### config.mk
export PLATFORM = sky130hd
export DESIGN_NAME = subseq_sum_sched
export DESIGN_NICKNAME = d
export VERILOG_FILES = /design/src/rtl/subseq_sched_pkg.sv /design/src/rtl/subseq_sum_sched_rr_arbiter.sv /design/src/rtl/subseq_sum_sched.sv
export SDC_FILE = /design/constraint.sdc
export NUM_CORES = 1
export LEC_CHECK = 0
export BUFFER_PORTS_ARGS = -buffer_cell sky130_fd_sc_hd__buf_2
export CORE_ASPECT_RATIO = 2
export CORE_MARGIN = 2
export CORE_UTILIZATION = 50
export CTS_CLUSTER_SIZE = 40
export DETAILED_ROUTE_END_ITERATION = 6
export GPL_TIMING_DRIVEN = 0
export HOLD_SLACK_MARGIN = 0.12
export PLACE_DENSITY = 0.78
export SYNTH_ARGS = -nofsm -noshare
export SYNTH_HDL_FRONTEND = slang
export SYNTH_SLANG_ARGS = --single-unit
### constraint.sdc
create_clock -name clk -period 2.2 [get_ports clk]
set_input_delay 0.11 -clock clk [delete_from_list [all_inputs] [get_ports clk]]
set_output_delay 0.11 -clock clk [all_outputs]
set_load 0.02 [all_outputs]
### src/rtl/subseq_sched_pkg.sv
// Shared types and defaults for the round-robin subseq_sum scheduler.
// Kept in one place so the top and the arbiter agree on widths.
package subseq_sched_pkg;

  typedef enum logic [2:0] {IDLE, CLR, FEED, WAIT, DONE} state_t;

  localparam int N_REQ_DEF     = 2;
  localparam int FRAME_LEN_DEF = 8;
  localparam int DW_DEF        = 8;
  localparam int SW_DEF        = 12;
  localparam int TIMEOUT_DEF   = 200;

  // Counter width able to hold 0..n-1, never narrower than one bit.
  function automatic int cnt_width(input int n);
    return (n < 2) ? 1 : $clog2(n);
  endfunction

endpackage

### src/rtl/subseq_sum_sched_rr_arbiter.sv
// Combinational round-robin arbiter: the first asserted request strictly
// after last_grant wins, so the previous winner has the lowest priority.
module rr_arbiter #(
  parameter int N_REQ = 2,
  parameter int IW    = $clog2(N_REQ)
) (
  input  logic [N_REQ-1:0] req,
  input  logic [IW-1:0]    last_grant,
  output logic [N_REQ-1:0] grant,
  output logic [IW-1:0]    grant_idx,
  output logic             any
);

  logic [IW-1:0]    rot_idx [N_REQ];
  logic [N_REQ-1:0] rot_req;

  // rot_req[k] is the request k+1 positions after last_grant (modulo N_REQ).
  for (genvar gi = 0; gi < N_REQ; gi++) begin : g_rot
    logic [IW:0] raw;
    assign raw         = {1'b0, last_grant} + (IW+1)'(gi + 1);
    assign rot_idx[gi] = (raw >= (IW+1)'(N_REQ)) ? IW'(raw - (IW+1)'(N_REQ)) : IW'(raw);
    assign rot_req[gi] = req[rot_idx[gi]];
  end

  always_comb begin
    grant     = '0;
    grant_idx = '0;
    any       = 1'b0;
    for (int k = 0; k < N_REQ; k++) begin
      if (!any && rot_req[k]) begin
        any       = 1'b1;
        grant_idx = rot_idx[k];
      end
    end
    if (any) grant[grant_idx] = 1'b1;
  end

endmodule

### src/rtl/subseq_sum_sched.sv
// Shares one subseq_sum engine among N_REQ frame sources: grant, clear the
// engine, stream one frame, then wait for the result or a timeout.
module subseq_sum_sched
  import subseq_sched_pkg::*;
#(
  parameter int N_REQ     = N_REQ_DEF,
  parameter int FRAME_LEN = FRAME_LEN_DEF,
  parameter int DW        = DW_DEF,
  parameter int SW        = SW_DEF,
  parameter int TIMEOUT   = TIMEOUT_DEF
) (
  input  logic                     clk,
  input  logic                     rst,
  input  logic [N_REQ-1:0]         req_valid,
  input  logic [N_REQ*DW-1:0]      req_data,
  output logic [N_REQ-1:0]         req_ready,
  output logic                     eng_rst,
  output logic                     eng_valid_in,
  output logic [DW-1:0]            eng_data_in,
  input  logic                     eng_valid_out,
  input  logic [SW-1:0]            eng_max_sum,
  output logic                     res_valid,
  input  logic                     res_ready,
  output logic [$clog2(N_REQ)-1:0] res_id,
  output logic [SW-1:0]            res_sum,
  output logic                     res_err
);

  localparam int IW = $clog2(N_REQ);
  localparam int BW = cnt_width(FRAME_LEN);
  localparam int TW = cnt_width(TIMEOUT);

  state_t           state_reg;
  logic [IW-1:0]    grant_id_reg;
  logic [IW-1:0]    last_grant_reg;
  logic [N_REQ-1:0] grant_oh_reg;
  logic [BW-1:0]    beat_cnt_reg;
  logic [TW-1:0]    to_cnt_reg;

  logic [N_REQ-1:0] arb_oh;
  logic [IW-1:0]    arb_idx;
  logic             arb_any;
  logic             beat;
  logic [DW-1:0]    sample;

  rr_arbiter #(
    .N_REQ(N_REQ),
    .IW   (IW)
  ) u_arb (
    .req       (req_valid),
    .last_grant(last_grant_reg),
    .grant     (arb_oh),
    .grant_idx (arb_idx),
    .any       (arb_any)
  );

  // Decoded from state so an async reset drops the acknowledge immediately.
  assign req_ready = (state_reg == FEED) ? grant_oh_reg : '0;
  assign beat      = |(req_valid & req_ready);
  assign sample    = req_data[int'(grant_id_reg)*DW +: DW];

  always_ff @(posedge clk or negedge rst) begin
    if (!rst) begin
      state_reg      <= IDLE;
      grant_id_reg   <= '0;
      grant_oh_reg   <= '0;
      last_grant_reg <= IW'(N_REQ - 1);
      beat_cnt_reg   <= '0;
      to_cnt_reg     <= '0;
      eng_rst        <= 1'b1;
      eng_valid_in   <= 1'b0;
      eng_data_in    <= '0;
      res_valid      <= 1'b0;
      res_id         <= '0;
      res_sum        <= '0;
      res_err        <= 1'b0;
    end else begin
      case (state_reg)
        IDLE: begin
          eng_rst      <= 1'b0;
          eng_valid_in <= 1'b0;
          if (arb_any) begin
            grant_id_reg <= arb_idx;
            grant_oh_reg <= arb_oh;
            eng_rst      <= 1'b1;  // high during the CLR cycle only
            state_reg    <= CLR;
          end
        end
        CLR: begin
          eng_rst      <= 1'b0;
          eng_valid_in <= 1'b0;
          beat_cnt_reg <= '0;
          state_reg    <= FEED;
        end
        FEED: begin
          eng_valid_in <= beat;
          if (beat) begin
            eng_data_in <= sample;
            if (beat_cnt_reg == BW'(FRAME_LEN - 1)) begin
              to_cnt_reg <= '0;
              state_reg  <= WAIT;
            end else begin
              beat_cnt_reg <= beat_cnt_reg + 1'b1;
            end
          end
        end
        WAIT: begin
          eng_valid_in <= 1'b0;
          to_cnt_reg   <= to_cnt_reg + 1'b1;
          if (eng_valid_out) begin
            res_sum   <= eng_max_sum;
            res_err   <= 1'b0;
            res_id    <= grant_id_reg;
            res_valid <= 1'b1;
            state_reg <= DONE;
          end else if (to_cnt_reg == TW'(TIMEOUT - 1)) begin
            res_sum   <= '0;
            res_err   <= 1'b1;
            res_id    <= grant_id_reg;
            res_valid <= 1'b1;
            state_reg <= DONE;
          end
        end
        DONE: begin
          if (res_ready) begin
            res_valid      <= 1'b0;
            last_grant_reg <= grant_id_reg;
            state_reg      <= IDLE;
          end
        end
        default: state_reg <= IDLE;
      endcase
    end
  end

endmodule

Yosys cells after proc, flatten, opt, wreduce, memory -nomap -nowiden
Cells that the tools add are included.

Register bits after elaboration: 43. Input port bits: 34.

$add $sub $neg: 6. Mux-type cells: 38. Bitwise gates (word level): 1. Equality and inequality tests: 12. Shift-type cells: 1. Reductions and logical operators: 20. Magnitude comparators: 6.

Operators with widths (count): 2-to-1 mux 12 bit (2); 2-to-1 mux 3 bit (8); 2-to-1 mux 1 bit (18); 2-to-1 mux 8 bit (2); one-hot mux 8 bit (2 select lines) (1); variable part select 16 x 5 -> 8 bit (1); one-hot mux 3 bit (5 select lines) (1); nonzero test 2 bit (6); AND reduction 3 bit (3); adder 8 x 1 -> 8 bit (second input constant) (1); == test 8 bit (second input constant) (1); != test 2 bit (second input constant) (4); AND reduction 2 bit (4); == test 3 x 2 -> 1 bit (second input constant) (2); == test 3 bit (second input constant) (2); less-than comparator 1 x 2 -> 1 bit (second input constant) (3); one-hot mux 1 bit (2 select lines) (3); one-hot mux 3 bit (2 select lines) (1); AND reduction 5 bit (1); >= comparator 2 bit (second input constant) (2); adder 3 x 1 -> 3 bit (second input constant) (1); == test 3 x 1 -> 1 bit (second input constant) (1); zero test 3 bit (1); != test 3 bit (second input constant) (1); 12 further kinds (14).

Depth between registers and ports, before layout
Word-level depth: 13. Depth in mapped cells: 7.

Cells and area by module
From an unflattened synthesis, not the netlist that was laid out.

Cell total of the unflattened synthesis: 205. Area total of the unflattened synthesis: 2144.6 um2.

By module, submodules not included: subseq_sum_sched (times used 1, sequential area each 1078.5 um2, area an instance 2112.0 um2, cells an instance 200); rr_arbiter (times used 1, sequential area each 0.0 um2, area an instance 32.5 um2, cells an instance 5).

Least setup slack after synthesis
OpenSTA, ideal clock, no wires.

Path kind: flip-flop to flip-flop. Start: register to_cnt_reg[0]. End: register res_id. Setup time: 0.125 ns. Arrival: 1.582 ns. Clock period less this slack: 1.707 ns. Setup slack: 0.493 ns. Buffers on the path: 1. Cell stages (with the launch flop): 7. Cell sequence: dfrtp_1 -> ha_1 -> and2_1 -> a31oi_1 -> nand2b_4 -> buf_6 -> mux2_4.

Word-level cells in the longest chain between the ends: 3.

Ends and longest elaborated chain: start: declaration (line subseq_sum_sched.sv:38) `logic [TW-1:0] to_cnt_reg;`; start signal: assignment (line subseq_sum_sched.sv:109) `to_cnt_reg <= to_cnt_reg + 1'b1;`; == test 8 bit (line subseq_sum_sched.sv:116) `end else if (to_cnt_reg == TW'(TIMEOUT - 1)) begin`; nonzero test 2 bit (no line); AND reduction 2 bit (no line); end signal: assignment (line subseq_sum_sched.sv:113) `res_id <= grant_id_reg;`; end signal: assignment (line subseq_sum_sched.sv:119) `res_id <= grant_id_reg;`; end: declaration (line subseq_sum_sched.sv:24) `output logic [$clog2(N_REQ)-1:0] res_id,`.

Every way passes these cells. A chain may end at the register's enable or synchronous reset.

Worst setup path after layout
Start: register grant_oh_reg[1]. End: register eng_data_in[4].

Word-level cells in the longest chain between the ends: 4.

Ends and longest elaborated chain: start: declaration (line subseq_sum_sched.sv:36) `logic [N_REQ-1:0] grant_oh_reg;`; start signal: assignment (line subseq_sum_sched.sv:84) `grant_oh_reg <= arb_oh;`; 2-to-1 mux 2 bit (line subseq_sum_sched.sv:58) `assign req_ready = (state_reg == FEED) ? grant_oh_reg : '0;`; bitwise AND 2 bit (line subseq_sum_sched.sv:59) `assign beat = |(req_valid & req_ready);`; OR reduction 2 bit (line subseq_sum_sched.sv:59); AND reduction 2 bit (no line); end signal: assignment (line subseq_sum_sched.sv:98) `eng_data_in <= sample;`; end: declaration (line subseq_sum_sched.sv:19) `output logic [DW-1:0] eng_data_in,`.

Every way passes these cells.

==> impl_metrics.yaml <==
run_status:
  status: "finished clean"
pwr:
  p_leak_nw: 1.36
  power_mw: 3.73
  vdd_ir_drop_max_v: 0.000847
  power_density_nw_per_um2: 1370
setup_path:
  cp_max_fo: 10
  cp-end-kind: "flip-flop"
  cp_slowest_cell: "dlygate4sd3_1"
  start_kind: "flip-flop"
  worstPathRequired_ps: 2370
  cp_top_family: "buffers and inverters"
  crit_buf_inv: 2
  crit_arrival_ps: 2110
  critPathKind: "flip-flop to flip-flop"
  path_cells: "buf_1 > mux2i_1 > dlygate4sd3_1 > o21ai_1"
  crit_path_max_incr_delay_ps: 570
clock_network:
  clock-sinks: 42
  clock_latency_ps: 290
  root_buffer: "clkbuf_8"
  cts-htree-levels: 2
  cts_buffers: 5
  cts_tree: "built"
  cts_resized: 0
  cts.clk_slew.worst_paths_ps: 80
  clock_path_buffers: 2
finish:
  syn_to_final_growth_pct: 39.7
  drive_gt1_share_pct: 30.4
  stdcell_area_sq_um: 2730
  largest_reg_flops: 12
  nNetsFinal: 312
  instances_no_fill: 327
  diodes: 0
global_route:
  grt_use_total_pct: 24.3
  grt_antenna_before_repair: 0
  grt_pass1_wl_um: 7800
  grt_use_met1_pct: 25.6
  grt_overflow: 0
  busiest_layer: "met2"
  grt_pass1_vias: 1798
  grtUsageMet3_pct: 5.85
  use_met2_pct: 41.6
  grt_max_degree: 43
floorplanning:
  fp.dieArea_sq_um: 4450
  pin_count: 61
  start_util_pct: 51.3
  die_h_um: 92.4
  dieWidth_um: 48.2
  rows: 32
  core_sq_um: 3800
timing:
  setup_violations: 0
  hold_viol_final: 0
  slew_viol_final: 0
  min_period_over_period_pct: 88.1
  setup_tns_ps: 0
  rsz0062_at_grt: "no"
  fin_skew_ps: 10.2
  max_freq_ghz: 0.516
  tightest_slew_ps: 899
  post-route-min-period_ps: 1940
  slew_headroom_pct: 40.1
placed_design:
  placed_cells: 289
  placed_cell_area_sq_um: 2320
  port_buffers: 60
  place.gp.congestion: 0.801
  dpl.hpwl_um: 3120
synth:
  netlist_instances: 178
  yosys_warnings: 0
  netlist_area_sq_um: 1950
  synth-seq-area-share_pct: 53.9
  synth_top_area_share_pct: 51.2
  synth_edf_count: 0
  yosys_register_bits: 42
  synth_area_leader_cell: "dfrtp_1"
  synthArstFlopShare_pct: 100
  synth_nets: 215
  yosysUniqueCellTypes: 39
  yosys-top-cells-area: "dfrtp_1 51%, a22o_1 6.3%, mux2i_1 5.1%"
  synthFlopType: "dfrtp_1"
  avgSynthCellArea_sq_um: 11.0
  yosys.cell_count.top_type: "dfrtp_1"
  synth_top_cells_by_count: "40 x dfrtp_1, 26 x nand2_1, 14 x a22o_1, 14 x o21ai_1, 10 x mux2i_1"
route:
  drt_iter0_drc: 27
  drtAntennaViolNets: 0
  vias: 1729
  first_pass_iters: 5
  viasPerCell: 5.29
  wl_per_cell_um: 14.8
  drt_wl_total_um: 4850
  drc_errors: 0
run:
  drv_cap: 0
min_path:
  hold_path_class: "primary input to flip-flop"
final cells by class:
class | instances | area (sq um)
Fill cell | 283 | 1080
Inverter | 3 | 11.3
Multi-Input combinational cell | 122 | 815
Clock inverter | 2 | 37.5
Timing Repair Buffer | 90 | 601
Buffer | 11 | 73.8
Clock buffer | 6 | 72.6
Tap cell | 51 | 63.8
Sequential cell | 42 | 1050
path summary, 6_finish.rpt:
kind                       slack (ps)            start               to  cells after the start
max in group asynchronous        1160              rst   eng_data_in[2]                      2
min reg2reg                       480    to_cnt_reg[7]    to_cnt_reg[7]                      1
min                               140     req_valid[0]  grant_oh_reg[1]                      3
min in group asynchronous         470              rst    to_cnt_reg[3]                      2
max                               260  grant_oh_reg[1]   eng_data_in[4]                      4
max reg2reg                       260  grant_oh_reg[1]   eng_data_in[4]                      4
metal layers:
layer  wire length (um)  vias to the layer above
li1                   -                      826
met1               1860                      816
met2               2610                       74
met3                248                       13
met4                128                        0
met5                  0                        -
cells in the final DEF (no fill, tap or decap), drive strengths merged, types with 2 or more instances in the layout:
master and count:
dlygate4sd3 30, nand2 26, nor3 2, nor2 6
ha 3, inv 3, a21oi 9, a22o 14
clkbuf 9, nand3 5, nor2b 2, o21ai 17
and3b 3, and3 2, buf 68, nand3b 3
mux2i 10, nor4b 2, mux2 3, dfrtp 40
a31oi 3, and2 5, dfstp 2
tightest hold or removal path, delay by kind of cell:
kind | cells | cell delay [ps]
buf+inv | 1 | 130
compound gates | 1 | 100
simple gates | 1 | 60
metrics by stage:
stage                     hold WS, ps  setup WS, ps  util, %
after floorplan                  -186           493        -
after global placement            290           288     60.9
after detailed placement          289           297     60.9
after CTS                         128           268     71.7
after global routing              174           124     71.7
final                             138           261     71.7
timing repair:
| action | in CTS | in global routing |
|---|---|---|
| hold endpoints to repair | 61 | 0 |
| hold buffers | 30 | 0 |
| setup buffers | 0 | 0 |
cell families (layout without fill, tap and decap cells):
logic type	Yosys count	after routing	synth area share, %
AND/OR/NAND/NOR	59	59	16.3
AO/OA/AOI/OAI	47	47	16.4
flip-flops	42	42	53.9
buffers and inverters	14	112	4.36
multiplexers	13	13	7.05
adder cells (fa/ha/maj)	3	3	1.92
power breakdown:
group          switching [mW]  internal, mW  total [mW]
sequential              0.229          1.12        1.35
combinational            1.02         0.752        1.78
clock                   0.260         0.338       0.598
Note: power is estimated with default switching activity, not from simulation.
